`config.mk`:
```
export PLATFORM = sky130hd
export DESIGN_NAME = seq_alu
export DESIGN_NICKNAME = d
export VERILOG_FILES = /design/src/rtl/seq_alu_pkg.sv /design/src/rtl/seq_alu_muldiv.sv /design/src/rtl/seq_alu.sv
export SDC_FILE = /design/constraint.sdc
export NUM_CORES = 1
export LEC_CHECK = 0
export ABC_AREA = 0
export CAP_MARGIN = 10
export CORE_ASPECT_RATIO = 1.25
export CORE_MARGIN = 2
export CORE_UTILIZATION = 40
export CTS_CLUSTER_DIAMETER = 50
export DETAILED_ROUTE_END_ITERATION = 10
export GPL_ROUTABILITY_DRIVEN = 0
export PLACE_DENSITY_LB_ADDON = 0.25
export SYNTH_ARGS = -nofsm -noshare
export SYNTH_HDL_FRONTEND = slang
export SYNTH_SLANG_ARGS = --single-unit
```
`constraint.sdc`:
```
create_clock -name clk -period 8.2 [get_ports clk]
set_input_delay 2.46 -clock clk [delete_from_list [all_inputs] [get_ports clk]]
set_output_delay 2.46 -clock clk [all_outputs]
set_load 0.05 [all_outputs]
```
`src/rtl/seq_alu_pkg.sv`:
```
// Shared types and opcode helpers for the seq_alu datapath ALU.
package seq_alu_pkg;

  typedef enum logic [3:0] {
    OP_ADD   = 4'b0000,
    OP_SUB   = 4'b0001,
    OP_AND   = 4'b0010,
    OP_OR    = 4'b0011,
    OP_XOR   = 4'b0100,
    OP_SLT   = 4'b0101,
    OP_SLTU  = 4'b0110,
    OP_SLL   = 4'b0111,
    OP_SRL   = 4'b1000,
    OP_SRA   = 4'b1001,
    OP_MUL   = 4'b1010,
    OP_MULHU = 4'b1011,
    OP_DIV   = 4'b1100,
    OP_DIVU  = 4'b1101,
    OP_REM   = 4'b1110,
    OP_REMU  = 4'b1111
  } alu_op_t;

  typedef enum logic [1:0] {
    IDLE = 2'd0,
    MUL  = 2'd1,
    DIV  = 2'd2,
    FIX  = 2'd3
  } state_t;

  function automatic logic is_iter(alu_op_t op);
    return op >= OP_MUL;
  endfunction

  function automatic logic is_div(alu_op_t op);
    return op >= OP_DIV;
  endfunction

  function automatic logic is_signed_div(alu_op_t op);
    return (op == OP_DIV) || (op == OP_REM);
  endfunction

endpackage

```
`src/rtl/seq_alu_muldiv.sv`:
```
// One-bit-per-cycle shift-add multiplier / restoring divider sharing a hi:lo register pair.
module seq_alu_muldiv import seq_alu_pkg::*; #(
  parameter int XLEN = 32
) (
  input  logic            clk,
  input  logic            reset,
  input  logic            start,
  input  logic            div_mode,
  input  logic [XLEN-1:0] x,
  input  logic [XLEN-1:0] y,
  output logic            done,
  output logic [XLEN-1:0] hi,
  output logic [XLEN-1:0] lo
);

  localparam int CW = $clog2(XLEN);

  logic [XLEN-1:0] d_q, hi_q, lo_q, hi_n, lo_n;
  logic [CW-1:0]   cnt_q;
  logic            active_q, div_q;
  logic [XLEN:0]   sum, shifted, diff;

  // Mul: hi accumulates multiplicand x, lo shifts out multiplier y.
  // Div: lo shifts the dividend y into hi (remainder), quotient bits shift into lo.
  always_comb begin
    sum     = {1'b0, hi_q} + (lo_q[0] ? {1'b0, d_q} : {(XLEN+1){1'b0}});
    shifted = {hi_q, lo_q[XLEN-1]};
    diff    = shifted - {1'b0, d_q};
    hi_n    = sum[XLEN:1];
    lo_n    = {sum[0], lo_q[XLEN-1:1]};
    if (div_q) begin
      if (!diff[XLEN]) begin
        hi_n = diff[XLEN-1:0];
        lo_n = {lo_q[XLEN-2:0], 1'b1};
      end else begin
        hi_n = shifted[XLEN-1:0];
        lo_n = {lo_q[XLEN-2:0], 1'b0};
      end
    end
  end

  assign done = active_q && (cnt_q == CW'(XLEN - 1));
  assign hi   = hi_q;
  assign lo   = lo_q;

  always_ff @(posedge clk or posedge reset) begin
    if (reset) begin
      d_q      <= '0;
      hi_q     <= '0;
      lo_q     <= '0;
      cnt_q    <= '0;
      active_q <= 1'b0;
      div_q    <= 1'b0;
    end else if (start) begin
      d_q      <= x;
      hi_q     <= '0;
      lo_q     <= y;
      cnt_q    <= '0;
      active_q <= 1'b1;
      div_q    <= div_mode;
    end else if (active_q) begin
      hi_q <= hi_n;
      lo_q <= lo_n;
      if (done) begin
        active_q <= 1'b0;
        cnt_q    <= '0;
      end else begin
        cnt_q <= cnt_q + CW'(1);
      end
    end
  end

endmodule

```
`src/rtl/seq_alu.sv`:
```
// Handshaked sequential ALU: single-cycle ops plus iterative MUL/DIV via seq_alu_muldiv.
// Define SEQ_ALU_EARLY_OUT_EN to finish divide-by-zero / signed-overflow cases in one cycle.
module seq_alu import seq_alu_pkg::*; #(
  parameter int XLEN = 32
) (
  input  logic            clk,
  input  logic            reset,
  input  logic            in_valid,
  output logic            in_ready,
  input  logic [3:0]      alu_op,
  input  logic [XLEN-1:0] srca,
  input  logic [XLEN-1:0] srcb,
  output logic            out_valid,
  input  logic            out_ready,
  output logic [XLEN-1:0] result,
  output logic            zero,
  output logic            busy
);

  localparam int SHW = $clog2(XLEN);

  alu_op_t         op_in, op_q;
  state_t          state_q, state_d;
  logic            accept, start, load, early;
  logic            sgn, neg_a, neg_b, neg_res, div_zero, overflow, special;
  logic            neg_q, spec_q;
  logic [XLEN-1:0] mag_a, mag_b, spec_val, spec_val_q;
  logic [XLEN-1:0] simple_res, fix_sel, fix_res, next_res;
  logic [XLEN-1:0] md_hi, md_lo;
  logic            md_done;

  assign op_in    = alu_op_t'(alu_op);
  assign in_ready = (state_q == IDLE) && (!out_valid || out_ready);
  assign accept   = in_valid && in_ready;
  assign busy     = (state_q != IDLE);

  // Divider runs on magnitudes; the sign and the fixed-result cases are resolved up front.
  always_comb begin
    sgn      = is_signed_div(op_in);
    neg_a    = sgn & srca[XLEN-1];
    neg_b    = sgn & srcb[XLEN-1];
    mag_a    = neg_a ? -srca : srca;
    mag_b    = neg_b ? -srcb : srcb;
    div_zero = (srcb == '0);
    overflow = sgn && (srca == {1'b1, {(XLEN-1){1'b0}}}) && (srcb == '1);
    special  = is_div(op_in) && (div_zero || overflow);
    neg_res  = (op_in == OP_DIV) ? (neg_a ^ neg_b) : neg_a;
    spec_val = '0;
    if (div_zero)
      spec_val = ((op_in == OP_DIV) || (op_in == OP_DIVU)) ? '1 : srca;
    else if (op_in == OP_DIV)
      spec_val = srca;
  end

`ifdef SEQ_ALU_EARLY_OUT_EN
  assign early = special;
`else
  assign early = 1'b0;
`endif

  assign start = accept && is_iter(op_in) && !early;

  always_comb begin
    simple_res = '0;
    case (op_in)
      OP_ADD:  simple_res = srca + srcb;
      OP_SUB:  simple_res = srca - srcb;
      OP_AND:  simple_res = srca & srcb;
      OP_OR:   simple_res = srca | srcb;
      OP_XOR:  simple_res = srca ^ srcb;
      OP_SLT:  simple_res = {{(XLEN-1){1'b0}}, $signed(srca) < $signed(srcb)};
      OP_SLTU: simple_res = {{(XLEN-1){1'b0}}, srca < srcb};
      OP_SLL:  simple_res = srca << srcb[SHW-1:0];
      OP_SRL:  simple_res = srca >> srcb[SHW-1:0];
      OP_SRA:  simple_res = $signed(srca) >>> srcb[SHW-1:0];
      default: simple_res = '0;
    endcase
  end

  seq_alu_muldiv #(.XLEN(XLEN)) u_muldiv (
    .clk      (clk),
    .reset    (reset),
    .start    (start),
    .div_mode (is_div(op_in)),
    .x        (is_div(op_in) ? mag_b : srca),
    .y        (is_div(op_in) ? mag_a : srcb),
    .done     (md_done),
    .hi       (md_hi),
    .lo       (md_lo)
  );

  always_comb begin
    fix_sel = md_hi;
    if ((op_q == OP_MUL) || (op_q == OP_DIV) || (op_q == OP_DIVU))
      fix_sel = md_lo;
    fix_res = neg_q ? -fix_sel : fix_sel;
    if (spec_q)
      fix_res = spec_val_q;
  end

  assign load     = (state_q == FIX) || (accept && !start);
  assign next_res = (state_q == FIX) ? fix_res : (is_iter(op_in) ? spec_val : simple_res);

  always_comb begin
    state_d = state_q;
    case (state_q)
      IDLE:     if (start) state_d = is_div(op_in) ? DIV : MUL;
      MUL, DIV: if (md_done) state_d = FIX;
      FIX:      state_d = IDLE;
      default:  state_d = IDLE;
    endcase
  end

  always_ff @(posedge clk or posedge reset) begin
    if (reset) state_q <= IDLE;
    else       state_q <= state_d;
  end

  always_ff @(posedge clk or posedge reset) begin
    if (reset) begin
      op_q       <= OP_ADD;
      neg_q      <= 1'b0;
      spec_q     <= 1'b0;
      spec_val_q <= '0;
    end else if (start) begin
      op_q       <= op_in;
      neg_q      <= neg_res;
      spec_q     <= special;
      spec_val_q <= spec_val;
    end
  end

  // A load in the same cycle as a take keeps out_valid high with the new result.
  always_ff @(posedge clk or posedge reset) begin
    if (reset) begin
      out_valid <= 1'b0;
      result    <= '0;
      zero      <= 1'b1;
    end else if (load) begin
      out_valid <= 1'b1;
      result    <= next_res;
      zero      <= (next_res == '0);
    end else if (out_valid && out_ready) begin
      out_valid <= 1'b0;
    end
  end

endmodule

```
==> summary.txt <==
Timing
  • Final TNS setup: 0 ns
  • Portion of the clock cycle consumed by the worst path in the final layout: between 90% and 100%
  • Number of pins with negative max-slew slack in the final report: 2
  • Final worst setup slack: between 0.7 and 0.8 ns
  • Minimum hold slack: roughly 0.48 ns
  • Final number of hold-violating endpoints: 0
  • Minimum period implied by the final worst setup slack: between 7 and 8 ns
  • Upper clock frequency limit: ~130 MHz
  • Max transition margin: -2.284%
  • Unrepaired setup endpoints after global routing: false
  • Slew of the pin with the lowest slew margin: around 1.5 ns
  • Final Skew: around 0.022 ns
  • Final setup fails: 0

Floorplanning
  • Die width: around 230 um
  • Standard-cell row count: 101
  • Die footprint: 63170 um2
  • Top-level I/O count: roughly 110
  • Die H: about 280 um
  • Initial Util: 40.34%
  • Core area: a little over 60000 um2

Synthesis
  • Area share of and/or/nand/nor cells after synthesis: between 15 and 20%
  • Most frequently used flop master after synthesis: dfrtp_1
  • Post-synthesis mux area share: ~8.7%
  • Yosys synthesis warning count: 0
  • Count of flip-flops with a built-in enable after synthesis: 0
  • Adder-cell share of the synthesized area: 8.970%
  • Synth Area in XOR/XNOR: under 10%
  • Post-synthesis instance total: 3297
  • Distinct cell type count after synthesis: 96
  • FF+latch count, synth: between 150 and 200
  • Register area share after synthesis: approximately 18%
  • Async S/R FF share, synth: 100.0%
  • Compound-gate portion of the synthesized area: 32.04%
  • Synthesized area divided by synthesized cell count: about 7.4 um2
  • Synthesized Nets: around 3500
  • Post-synthesis instance area: 24470 um2
  • Main combinational cell family by area after synthesis: compound AO/OA/AOI/OAI gates

Final layout
  • Number of standard cells in the final layout excluding fillers: 4070
  • Final design area excluding fillers: roughly 27000 um2
  • Share of layout cells above drive strength 1: roughly 8%
  • Count of nets after finishing: roughly 3500
  • Final cell utilization of the core: 44.69%
  • Synth-to-Final Area Change: 10.80%

Setup path
  • Top delay family on crit path: compound AO/OA/AOI/OAI gates
  • Peak per-stage delay on the critical path: between 0.7 and 0.8 ns
  • Worst Setup SP: srca[0]
  • Source of the worst register-to-register timing path: u_muldiv.lo[31]$_DFFE_PP0P_
  • Buf+Inv Stages, Crit Path: 4
  • Start-to-end type of the worst setup path: input pin to flip-flop
  • Crit-path max FO: 9
  • Required time of the worst setup path: between 8 and 9 ns
  • List of cells traversed by the critical path: clkdlybuf4s50_1 > inv_1 > ha_1 > inv_1 > fa_1 > nand2b_1 > a221oi_1 > o21ai_0 > a211o_1 > a2111oi_0 > buf_4 > a311o_1 > nand4_1 > nor4bb_1 > nand4_1 > nor4b_2 > nand4b_1 > o31ai_2
  • Critical Path AT: about 7.9 ns
  • Critical-path cell with the highest stage delay: clkdlybuf4s50_1
  • Startpoint kind of the worst setup timing path: input pin
  • Kind of end point of the critical path: flip-flop

Route
  • WL final: 116000 um
  • Number of design-rule violations left by the first detailed-router iteration: about 3100
  • Number of vias in the routed layout: about 28000
  • Post-route DRC: 0
  • Total iterations of the first detailed-routing run: 6
  • Vias per inst: just under 7
  • Detail Route Antenna Nets: 0
  • Avg WL per Cell: between 20 and 30 um

Global routing
  • Met2 track demand over resource in global routing: 56.59%
  • Met1 track demand over resource in global routing: between 30% and 40%
  • Global-route wire length before repair: roughly 170000 um
  • Global route overflow: 0
  • Met3 Use GR: approximately a tenth
  • Global routing's busiest layer: met2
  • Antenna violations before repair: 11
  • Pin count of the biggest net entering global routing: between 90 and 100
  • Global routing usage summed across all routing layers: 36.06%
  • Vias in the first global route: 25960

Min path
  • Type of the most critical hold path: flip-flop to flip-flop
  • Launch instance of the worst min-delay path: result[17]$_DFFE_PP0P_

Power
  • PnR Total Power: ~9.4 mW
  • Peak supply drop: 0.0002110 V
  • Power per unit of standard cell area: about 350 nW/um2
  • Leakage power of the design: 11.03 nW

Clock tree
  • Number of hold-repair buffers added at the cts stage: 0
  • Number of cells upsized or downsized after cts: 0
  • Post-CTS setup repair buffer count: 0
  • Maximum root-to-sink buffer count: 2
  • H-tree depth: 4
  • Clock-pin slew reported for the worst setup and hold paths after clock tree synthesis: ~0.09 ns
  • Source-to-sink clock delay at the later pin of the worst-skew pair: between 0.4 and 0.5 ns
  • Number of sinks on the clock net: between 150 and 200
  • Root buffer cell: clkbuf_16
  • Clock buffers created by TritonCTS: 17
  • CTS tree: done

Status
  • Violations in the final reports: max-capacitance violations, max-slew violations
  • Run status: finished, violations left

Job
  • Max-cap violation count: 1

Place
  • Placed Area: between 20000 and 30000 um2
  • Post-placement worst setup slack: around 0.56 ns
  • Placed cell count: 4034
  • Number of buffer cells added on primary ports: 107
  • HPWL Detailed: 87200 um
[logic make-up after synthesis]
kind of cell / Yosys count
xor+xnor: 159
simple gates: 1006
fa+ha+maj: 173
compound gates: 1189
buf+inv: 422
mux: 171
flops: 177
[worst register-to-register path: cells and delay by family (launching register included)]
family	cells	cell delay, ns
compound gates	9	3.23
xor+xnor	1	0.67
fa+ha+maj	2	0.62
flops	1	0.45
buf+inv	2	0.30
[where the power goes]
part	leakage (nW)	internal [mW]	total [mW]	switching, mW
sequential	2.15	1.27	1.82	0.548
combinational	8.57	2.58	6.69	4.11
clock	0.307	0.474	0.891	0.417
total	11.0	4.32	9.40	5.08
[layout by cell type, fill, tap and decap left out, types with 56 or more instances in the layout]
master,netlist,routed
inv_1,161,160
nor2_1,253,251
nor3_1,65,64
ha_1,169,168
nand3_1,63,63
mux2i_1,115,115
and2_1,56,56
buf_4,4,115
clkdlybuf4s50_1,0,101
a21oi_1,248,247
dfrtp_1,176,174
nand2_1,326,324
o21ai_0,331,331
xnor2_1,132,132
o221ai_1,75,75
[cell type report]
type | count | area, um2
diodes | 3 | 7.507
fillers | 6224 | 33550
multi-input cells | 2698 | 18480
repair buffers | 225 | 1979
well taps | 772 | 965.9
clock buffers | 18 | 439.2
flip-flops and latches | 177 | 4433
inverters | 163 | 619.3
clock inverters | 14 | 182.7
[registers in the layout, summed over array words and instances (netlist names), 2 cells and up]
name            cells
result             32
spec_val_q         32
u_muldiv.d_q       32
u_muldiv.hi        32
u_muldiv.lo        32
u_muldiv.cnt_q      5
op_q                4
state_q             2
[cells in the mapped netlist, drive strengths merged, types with 50 or more instances]
library cell  number  area [um2]
xnor2            132        1156
dfrtp            176        4404
nand3             64       332.8
nand2            326        1224
mux2i            115        1151
nor2             253       949.7
clkbuf           202       759.5
nor3              65       325.3
o211ai            50       375.4
a21oi            249        1250
buf               57       255.3
o221ai            75       656.9
a211oi            53       397.9
ha               169        2115
and2              58       362.8
o21ai            333        1670
inv              163       611.8
[metal layers]
layer  wire length [um]  up-vias
met3              11400      666
li1                   -    12260
met5                102        -
met4              13260       16
met2              50570     1744
met1              40640    12960
[worst paths after layout]
| check | end | slack (ns) | cells after the start |
|---|---|---|---|
| max | zero$_DFFE_PP1P_ | 0.71 | 18 |
| min | result[17]$_DFFE_PP0P_ | 0.48 | 2 |
| max reg2reg | u_muldiv.hi[4]$_DFFE_PP0P_ | 2.82 | 14 |
| min reg2reg | result[17]$_DFFE_PP0P_ | 0.48 | 2 |
| max in group asynchronous | u_muldiv.lo[23]$_DFFE_PP0P_ | 4.50 | 3 |
| min in group asynchronous | u_muldiv.cnt_q[1]$_DFFE_PP0P_ | 2.54 | 2 |
No activity file was read; power rests on OpenSTA's default activity.
